### config.mk
export PLATFORM = sky130hd
export DESIGN_NAME = phys_free_list
export DESIGN_NICKNAME = d
export VERILOG_FILES = /design/src/rtl/phys_free_list.sv
export SDC_FILE = /design/constraint.sdc
export NUM_CORES = 1
export LEC_CHECK = 0
export ABC_AREA = 1
export CAP_MARGIN = 20
export CORE_MARGIN = 8
export CORE_UTILIZATION = 40
export CTS_CLUSTER_SIZE = 16
export DETAILED_ROUTE_END_ITERATION = 10
export GPL_TIMING_DRIVEN = 0
export PLACE_DENSITY = 0.58
export SLEW_MARGIN = 20
export SYNTH_ARGS = -nofsm -noshare
export SYNTH_HDL_FRONTEND = slang
export SYNTH_SLANG_ARGS = --single-unit
### constraint.sdc
create_clock -name clk -period 7.4 [get_ports clk]
set_input_delay 2.22 -clock clk [delete_from_list [all_inputs] [get_ports clk]]
set_output_delay 2.22 -clock clk [all_outputs]
set_load 0.02 [all_outputs]
### src/rtl/phys_free_list.sv
// ---------------------------------------------------------------------------
// phys_free_list
//
// Circular queue of free physical register tags. Rename pops up to SS new
// destination tags per cycle. The retired RAT pushes displaced mappings back,
// up to SS per cycle. On a flush the queue recovers to "every non-architectural
// tag is free" by moving head to CAP slots behind tail.
//
// Optional feature macro: FREE_LIST_CHECK_EN
//   defined   -> overflow pushes are dropped and set the sticky err flag (with
//                $error in simulation). A pop stall lasting 1024 consecutive
//                cycles also sets err (deadlock watchdog).
//   undefined -> err is tied to 0, no checks are made, and overflow is undefined.
//
// Ports
//   clk        in   clock
//   rst        in   asynchronous active-low reset
//   push_en    in   [SS]         per-way free request from the retired RAT
//   push_tag   in   [SS*PTAG_W]  tag to free, way i at [i*PTAG_W +: PTAG_W]
//   pop_req    in   [SS]         per-way tag request from rename
//   pop_tag    out  [SS*PTAG_W]  allocated tag per way, valid when pop_ready=1
//   pop_ready  out               every asserted pop_req can be granted
//   flush      in                mispredict/exception recovery
//   count      out  [PTR_W]      number of free entries
//   empty      out               count == 0
//   full       out               count == CAP
//   err        out               sticky overflow/watchdog flag
// ---------------------------------------------------------------------------
module phys_free_list #(
    parameter int SS        = 2,
    parameter int NUM_PREGS = 64,
    parameter int PTAG_W    = $clog2(NUM_PREGS),
    parameter int CAP       = NUM_PREGS - 32,
    parameter int PTR_W     = $clog2(CAP) + 1
) (
    input  logic                 clk,
    input  logic                 rst,
    input  logic [SS-1:0]        push_en,
    input  logic [SS*PTAG_W-1:0] push_tag,
    input  logic [SS-1:0]        pop_req,
    output logic [SS*PTAG_W-1:0] pop_tag,
    output logic                 pop_ready,
    input  logic                 flush,
    output logic [PTR_W-1:0]     count,
    output logic                 empty,
    output logic                 full,
    output logic                 err
);

    localparam int IDX_W = $clog2(CAP);

    // Index arithmetic relies on plain binary wrap of the pointers.
    generate
        if (CAP < 2 || (CAP & (CAP - 1)) != 0) begin : g_cap_check
            $fatal(1, "phys_free_list: CAP (%0d) must be a power of two", CAP);
        end
    endgenerate

    logic [PTAG_W-1:0] mem [CAP];
    logic [PTR_W-1:0]  head_reg;
    logic [PTR_W-1:0]  tail_reg;
    logic [PTR_W-1:0]  head_next;
    logic [PTR_W-1:0]  tail_next;
    logic [PTR_W-1:0]  npop;
    logic [PTR_W-1:0]  npush;
    logic [PTR_W-1:0]  popped;
    logic [PTR_W-1:0]  pop_off  [SS];
    logic [PTR_W-1:0]  push_off [SS];
    logic [SS-1:0]     push_ok;

    // The pointers carry one extra wrap bit. Their modular difference is
    // therefore the occupancy, even when count == CAP.
    assign count = tail_reg - head_reg;
    assign empty = (count == '0);
    assign full  = (count == PTR_W'(CAP));

    // ---------------------------------------------------------------------
    // Pop side: requesting ways are compacted onto consecutive slots from
    // head. An idle way previews the slot at its own position, so with no
    // requests the outputs show head, head+1, ...
    // ---------------------------------------------------------------------
    always_comb begin
        npop = '0;
        for (int i = 0; i < SS; i++) begin
            pop_off[i] = pop_req[i] ? npop : PTR_W'(i);
            npop       = npop + PTR_W'(pop_req[i]);
        end
    end

    // Only the pre-push count is used, so same-cycle frees never feed a pop.
    assign pop_ready = !flush && (count >= npop);
    assign popped    = pop_ready ? npop : '0;

    generate
        for (genvar gi = 0; gi < SS; gi++) begin : g_pop
            logic [PTR_W-1:0] rd_ptr;
            assign rd_ptr = head_reg + pop_off[gi];
            assign pop_tag[gi*PTAG_W +: PTAG_W] = mem[rd_ptr[IDX_W-1:0]];
        end
    endgenerate

    // ---------------------------------------------------------------------
    // Push side: enabled ways are compacted in way order onto tail, tail+1.
    // ---------------------------------------------------------------------
`ifdef FREE_LIST_CHECK_EN
    logic [PTR_W-1:0] room;
    logic             overflow;

    // Free slots left after this cycle's pops. A push beyond this would take
    // count above CAP.
    assign room = PTR_W'(CAP) - count + popped;
`endif

    always_comb begin
        npush = '0;
`ifdef FREE_LIST_CHECK_EN
        overflow = 1'b0;
`endif
        for (int i = 0; i < SS; i++) begin
            push_off[i] = npush;
            push_ok[i]  = push_en[i];
`ifdef FREE_LIST_CHECK_EN
            if (push_en[i] && (npush == room)) begin
                push_ok[i] = 1'b0;
                overflow   = 1'b1;
            end
`endif
            npush = npush + PTR_W'(push_ok[i]);
        end
    end

    assign tail_next = tail_reg + npush;

    // Flush: the CAP slots just behind the new tail hold exactly the tags
    // outside the retired RAT. Rewinding head there makes them all free again.
    assign head_next = flush ? (tail_next - PTR_W'(CAP)) : (head_reg + popped);

    always_ff @(posedge clk or negedge rst) begin
        if (!rst) begin
            head_reg <= '0;
            tail_reg <= PTR_W'(CAP);
            for (int i = 0; i < CAP; i++) begin
                mem[i] <= PTAG_W'(NUM_PREGS - CAP + i);
            end
        end else begin
            for (int i = 0; i < SS; i++) begin
                if (push_ok[i]) begin
                    mem[IDX_W'(tail_reg + push_off[i])] <= push_tag[i*PTAG_W +: PTAG_W];
                end
            end
            head_reg <= head_next;
            tail_reg <= tail_next;
        end
    end

`ifdef FREE_LIST_CHECK_EN
    logic       err_reg;
    logic [9:0] wd_cnt_reg;

    always_ff @(posedge clk or negedge rst) begin
        if (!rst) begin
            err_reg    <= 1'b0;
            wd_cnt_reg <= '0;
        end else begin
            if (overflow) begin
                err_reg <= 1'b1;
                $error("phys_free_list: push overflow, excess way dropped");
            end
            // Count consecutive stalled cycles. The 1024th one raises err.
            if ((|pop_req) && !pop_ready) begin
                if (wd_cnt_reg == 10'd1023) begin
                    err_reg <= 1'b1;
                end else begin
                    wd_cnt_reg <= wd_cnt_reg + 10'd1;
                end
            end else begin
                wd_cnt_reg <= '0;
            end
        end
    end

    assign err = err_reg;
`else
    assign err = 1'b0;
`endif

endmodule

### Word level (Yosys, flattened, before mapping)

Index checks and enable logic that the tools add are counted.

| storage, ports and cells | value |
|---|---|
| bits in registers | 204 |
| input port bits | 19 |
| output and inout bits | 22 |
| word-level logic and storage cells | 76 |

| cells by class | value |
|---|---|
| add/subtract/negate cells | 8 |
| magnitude comparators | 7 |
| equality and inequality tests | 1 |
| multiplexer cells | 17 |
| bitwise gates (word level) | 4 |
| reductions and logical operators | 5 |

Operators with widths:

| cell | count |
|---|---|
| $bwmux W192 | 2 |
| $mux W192 | 2 |
| $bmux W6 S5 | 2 |
| $demux W6 S5 | 2 |
| $mux W6 | 7 |
| $ge A6 B6 Y1 const B | 4 |
| $not A5 Y6 | 4 |
| $add A6 B2 Y6 | 2 |
| $lt A6 B1 Y1 const B | 2 |
| $add A5 B1 Y5 | 2 |
| $eq A6 B6 Y1 const B | 1 |
| $ge A6 B2 Y1 | 1 |
| $logic_not A6 Y1 | 1 |
| $sub A6 B6 Y6 | 1 |
| $sub A6 B6 Y6 const B | 1 |
| $add A1 B1 Y2 | 2 |
| $logic_and A1 B1 Y1 | 3 |
| $mux W2 | 1 |
| $logic_not A1 Y1 | 1 |
| $mux W1 | 1 |

### Longest topological paths before layout

| depth | value |
|---|---|
| word-level depth | 9 |
| gate-level depth with buffers | 21 |
| gate-level depth less buffers | 20 |

### Worst setup path before layout

No wires, ideal clock.

| timing | value |
|---|---|
| path kind | input -> output |
| from | in pop_req[0] |
| to | out pop_tag[11] |
| data arrival time | 4024 ps |
| setup slack | 1156 ps |
| stages | 13 |
| path buffers | 2 |
| cells stage by stage | inv_1 > ha_1 > inv_1 > ha_1 > ha_1 > clkbuf_1 > buf_1 > o211ai_1 > nand3_1 > nand3_1 > nand2_1 > nand2_1 > nand2_1 |

| between the ends | value |
|---|---|
| longest elaborated chain between the ends | 6 |

Ends and longest elaborated chain:

| what | line | text |
|---|---|---|
| start: declaration | 40 | `input logic [SS-1:0] pop_req,` |
| $mux W1 | 85 | `pop_off[i] = pop_req[i] ? npop : PTR_W'(i);` |
| $add A5 B1 Y5 | 97 | `assign rd_ptr = head_reg + pop_off[gi];` |
| $not A5 Y6 (implied by the code) | 98 | `assign pop_tag[gi*PTAG_W +: PTAG_W] = mem[rd_ptr[IDX_W-1:0]];` |
| $bmux W6 S5 | 98 |  |
| $mux W6 (implied by the code) (2 in series) | 98 |  |
| end: declaration | 41 | `output logic [SS*PTAG_W-1:0] pop_tag,` |

No other way between the ends. The select of a mux whose other input is x is not followed.

### Worst setup path in the final report

| timing | value |
|---|---|
| from | in pop_req[0] |
| to | out pop_tag[8] |

Same word-level chain as after synthesis.

==> metrics <==
commonest non-fill, non-tap cells in the layout=nand2_1, o21ai_0, nand3_1; CP max FO=10; clock network power share=0.133; Clock Latency Late Sink=0.57 ns; max reg flops=192; kind of critical path=input port to primary output; final period utilization=0.983; Setup crit end kind=primary output; layout cells sized above 1=0.108; final estimated routing congestion in global placement=1.04; routed length on met2=31.5 mm; htree depth=1; WL final=74.3 mm; num rows=70; Worst slew margin=0.187; Nets=between 2000 and 2500; grt ovf=0; clock sinks=204; FILL cells=between 3000 and 4000; global-route wire length before repair=between 100 and 150 mm; final setup margin=0.125 ns; commonest non-fill, non-tap cell in the layout=nand2_1; final setup fails=0; Syn Inst Count=2313; FF+latch count, synth=a little over 200; Sw Share=0.548; core area=36400 µm²; initial antenna violation count=1; count of final hold-check violations=0; total chip power=9.49 mW; fin crit period=7.28 ns; Leak Pwr=7.84 nW; GRT Util Overall=0.332; yosys warns=0; vias in the first global route=about 16000; Critical Path RT=5.18 ns; largest net degree at the start of global routing=91; max_cap viols=0; maximum clock frequency=around 0.14 GHz; Initial Util=0.405; critical path's slowest cell=clkdlybuf4s50_1; Setup WS pre-CTS=-0.885 ns; sequential fraction of the synthesis area=0.356; register area=5250 µm²; Clock Skews=0.0162 ns; worst hold slack=about 0.55 ns; DR WL/cell=25.8 µm; total CTS buffers=26; met1 WL=30.3 mm; Critical Path, Cell by Cell=clkdlybuf4s50_1, inv_1, ha_1, inv_1, ha_1, ha_1, clkbuf_4, clkbuf_4, a21oi_1, o21ai_0, nand3_1, nand3_1, nand2_1, nand2_1, nand2_1, clkbuf_2; vias per inst=approximately 5.9; power per cell area=566 nW/µm²; Die Ht=208 µm; Diodes inserted=0; Synthesized Nets=2351; DR top layer=met5; synth-to-layout area growth=13.6%; Hold Crit Class=register to register; status=finished, final reports clean; VDD IR max=roughly 0.00031 V; startpoint types=input port; Async S/R FF share, synth=1.00; critical path arrival=5.06 ns; DRT Pass-1 Iters=6; vias=16900; Util after Layout=0.460; Cell Area, Synth=14800 µm²; remaining antenna violation count=0; Worst-Margin Slew=1.22 ns; Die W=208 µm; ys flop type=dfstp_2; CTS tree=yes; drc violations=0; Post-CTS Setup Bufs=0; crit-path max cell delay=0.49 ns; CTS clk-pin slew, worst paths=0.06 ns; hold_buf cts=0; Buffers on Ports=38; root buf cell=clkbuf_16; IO Count=41; sequential power share=0.236; combinational share of power=0.630; post-DP HPWL=about 55 mm; Synth Area per Inst=roughly 6.4 µm²; EDFF count, synth=0; P_int=4.29 mW; die area=43300 µm²; footprint of the multi-input gates=8290 µm²; synth unique cells=31; final max-slew violation count=0; final non-filler cell total=2877; met3 wire length=7.73 mm; dpl cells=approximately 2800; Sw Pwr=5.19 mW; DR iter-0 viols=about 2200; Clock Tree Buf Depth=3; RSZ-0062 raised after global routing=false
## cells in the mapped netlist, types with 2 or more instances
cell,n,area share
o211ai_1,85,0.043
dfrtp_1,91,0.15
nand2_1,943,0.24
nand4_1,2,0.00085
inv_2,3,0.00076
nand2_2,3,0.0013
a21oi_1,98,0.033
buf_1,5,0.0013
o21ai_0,291,0.099
buf_6,6,0.0046
ha_1,16,0.014
mux2_2,6,0.0046
nand3_1,233,0.079
dfstp_2,113,0.20
buf_4,5,0.0025
nor2_4,4,0.0031
nor3_1,15,0.0051
fa_1,3,0.0041
buf_2,13,0.0044
xor2_1,10,0.0059
clkbuf_1,136,0.035
nor2_1,74,0.019
inv_1,149,0.038
nor3_2,2,0.0014
## cell type report
class | instances | share of cell area
Clock buffer | 40 | 0.0462
Tap cell | 468 | 0.0349
Buffer | 165 | 0.0461
Timing Repair Buffer | 48 | 0.0285
Multi-Input combinational cell | 1792 | 0.494
Clock inverter | 8 | 0.00299
Sequential cell | 204 | 0.313
Inverter | 152 | 0.0340
## repair_timing
| action | CTS | global route |
|---|---|---|
| resized for setup | 46 | 27 |
| pin swaps | 0 | 0 |
| setup endpoints to repair | 6 | 6 |
| gates cloned | 0 | 0 |
| endpoints found under the hold margin | 0 | 0 |
## stage by stage
step / setup TNS (ns) / area, µm²
2_1_floorplan: 0 / 14800
3_3_place_gp: -711.69 / 15700
3_5_place_dp: -5.17 / 15900
4_1_cts: 0 / 16800
5_1_grt: 0 / 16800
6_report: 0 / 16800
## logic make-up after synthesis
family                   after synthesis  synth area share
multiplexers                           6           0.00458
AND/OR/NAND/NOR                     1278             0.351
other                                  1          0.000254
AO/OA/AOI/OAI                        475             0.176
buffers and inverters                317            0.0861
flip-flops                           204             0.356
XOR/XNOR                              13           0.00950
adder cells (fa/ha/maj)               19            0.0176
## final timing paths
path	startpoint	to	slack, ns	cells after the start
min in group asynchronous	rst	mem[124]	1.53	1
hold reg to reg	tail_reg[5]	tail_reg[5]	0.55	1
setup reg to reg	head_reg[2]	head_reg[4]	3.32	19
max in group asynchronous	rst	mem[56]	5.04	2
setup / recovery	pop_req[0]	pop_tag[8]	0.12	16
hold / removal	tail_reg[5]	tail_reg[5]	0.55	1
## routing by layer
layer  up-vias  track usage
li1       7685            -
met1      8055        0.427
met2       954        0.498
met3       241       0.0912
met4         4        0.183
met5         -            0
## power groups by stage
stage               combinational (mW)  clock (mW)  sequential (mW)
global route                      6.38        1.33             2.28
floorplan                         3.57           0             2.02
detailed placement                5.74           0             2.22
global placement                  5.65           0             2.22
CTS                               5.77        1.28             2.22
finish                            5.98        1.26             2.24
## critical path: cells and delay by family
family,cells,cell delay (ns)
adder cells (fa/ha/maj),3,0.65
buffers and inverters,6,1.38
AO/OA/AOI/OAI,2,0.24
AND/OR/NAND/NOR,5,0.57
(Power assumes the default switching activity.)
==> RTL edit, RTL diff (config.mk and constraints unchanged) <==
Change the parameter `SS` from 2 to 1.
--- a/src/rtl/phys_free_list.sv
+++ b/src/rtl/phys_free_list.sv
@@ -28,5 +28,5 @@
 // ---------------------------------------------------------------------------
 module phys_free_list #(
-    parameter int SS        = 2,
+    parameter int SS        = 1,
     parameter int NUM_PREGS = 64,
     parameter int PTAG_W    = $clog2(NUM_PREGS),
Interface: changed (resized pop_req, pop_tag, push_en and push_tag); port bits go from 41 to 27. The function was not compared with the original's and may differ.
==> RTL edit against the unedited design <==
- cell count decreased by 44%
- critical path depth decreased by 7
- combinational power fell by 60%
- area after synthesis decreased by 33%
- worst setup slack improved by 1.1 ns
- synthesized cell count is 47% lower
- via count is 50% lower
- routed wire length is 57% lower
- power is 40% lower
- sequential cell count unchanged
- worst hold slack got worse by 0.072 ns
- design area fell by 32%
- critical path type unchanged
- critical endpoint is now pop_ready
==> RTL edit: results (changes against the unedited design) <==
number of port buffers -> 25 (was 38)
number of global-route vias before repair -> 8181 (was 15900)
Max Used Layer -> met4 (was met5)
Initial DRC Count -> 1012 (was 2217)
met1 WL -> 14600 um (was 30300 um)
Worst Skew -> 0.00588 ns (was 0.0162 ns)
via count -> 8508 (was 16900)
Final #Nets -> 1304 (was 2427)
Placed Cells -> 1580 (was 2828)
GRT Util Overall -> 21.0% (was 33.2%)
Worst Hold Path EP -> mem[191]$_DFFE_PN1P_ (was tail_reg[5]$_DFF_PN1_)
post-CTS resize count -> 0 (was 46)
vias per cell -> 5.24 (was 5.89)
crit path DAT -> 3.93 ns (was 5.06 ns)
Worst IR Drop VDD -> 0.000314 V (was 0.000310 V)
Syn Inst Count -> 1229 (was 2313)
Post-Layout Inst Area -> 11400 sq um (was 16800 sq um)
Post-Synth XOR/XNOR Area -> 0.443% (was 0.950%)
layout cells sized above 1 -> 15.6% (was 10.8%)
Worst Setup SP -> pop_req (was pop_req[0])
Worst-Skew Late Latency -> 0.52 ns (was 0.57 ns)
register area share after synthesis -> 53.1% (was 35.6%)
R2R setup slack -> 4.02 ns (was 3.32 ns)
largest net degree at the start of global routing -> 87 (was 91)
adder-cell share of the synthesized area -> 1.47% (was 1.76%)
Num CTS Buffers -> 24 (was 26)
Compound-Gate Fraction of Synth Area -> 14.9% (was 17.6%)
status -> finished clean (unchanged)
max reg flops -> 192 (unchanged)
Hold Path Origin -> mem[191]$_DFFE_PN1P_ (was tail_reg[5]$_DFF_PN1_)
hold path depth -> 2 (was 1)
dpl hpwl -> 22300 um (was 54600 um)
clock period minus worst slack -> 6.15 ns (was 7.28 ns)
worst-path maximum fanout -> 2 (was 10)
Fill cells -> 2386 (was 3857)
top area cells in the synthesized netlist -> dfstp_2 30%, dfrtp_1 23%, nand2_1 16% (was nand2_1 24%, dfstp_2 20%, dfrtp_1 15%)
Static Leak -> 5.00 nW (was 7.84 nW)
mux share of post-synthesis cell area -> 0% (was 0.458%)
Final GP Congestion -> 0.907 (was 1.04)
CP peak stage delay -> 0.53 ns (was 0.49 ns)
worst setup path end -> pop_ready (was pop_tag[8])
DR WL met3 -> 2340 um (was 7730 um)
worst reg2reg path endpoint -> head_reg[5]$_DFF_PN0_ (was head_reg[4]$_DFF_PN0_)
first-pass GRT wire length -> 49100 um (was 107000 um)
wire per inst -> 19.6 um (was 25.8 um)
[RTL edit: metal layers]
layer  up-vias  GRT usage [%]
li1       4110              -
met1      4031           29.7
met2       295           31.7
met3        72           3.62
met4         0           8.19
met5         -              0
[RTL edit: where the power goes]
part           internal (mW)  switching (mW)  total [mW]
Combinational          0.798            1.59        2.39
Clock                  0.766           0.476        1.24
Sequential              1.79           0.268        2.06
Total                   3.36            2.34        5.69
[RTL edit: final cells by class]
| cell class | count | area (sq um) | share of cell area (%) |
|---|---|---|---|
| multi-input cells | 880 | 4030 | 35.3 |
| repair buffers | 27 | 310 | 2.72 |
| well taps | 324 | 405 | 3.55 |
| plain buffers | 89 | 390 | 3.42 |
| clock inverters | 5 | 75.1 | 0.657 |
| clock buffers | 39 | 758 | 6.64 |
| inverters | 56 | 210 | 1.84 |
| flip-flops and latches | 204 | 5250 | 45.9 |
[RTL edit: critical path: cells and delay by family]
kind | cells | cell delay, ns
buf+inv | 3 | 1.00
simple gates | 5 | 0.40
fa+ha+maj | 1 | 0.30
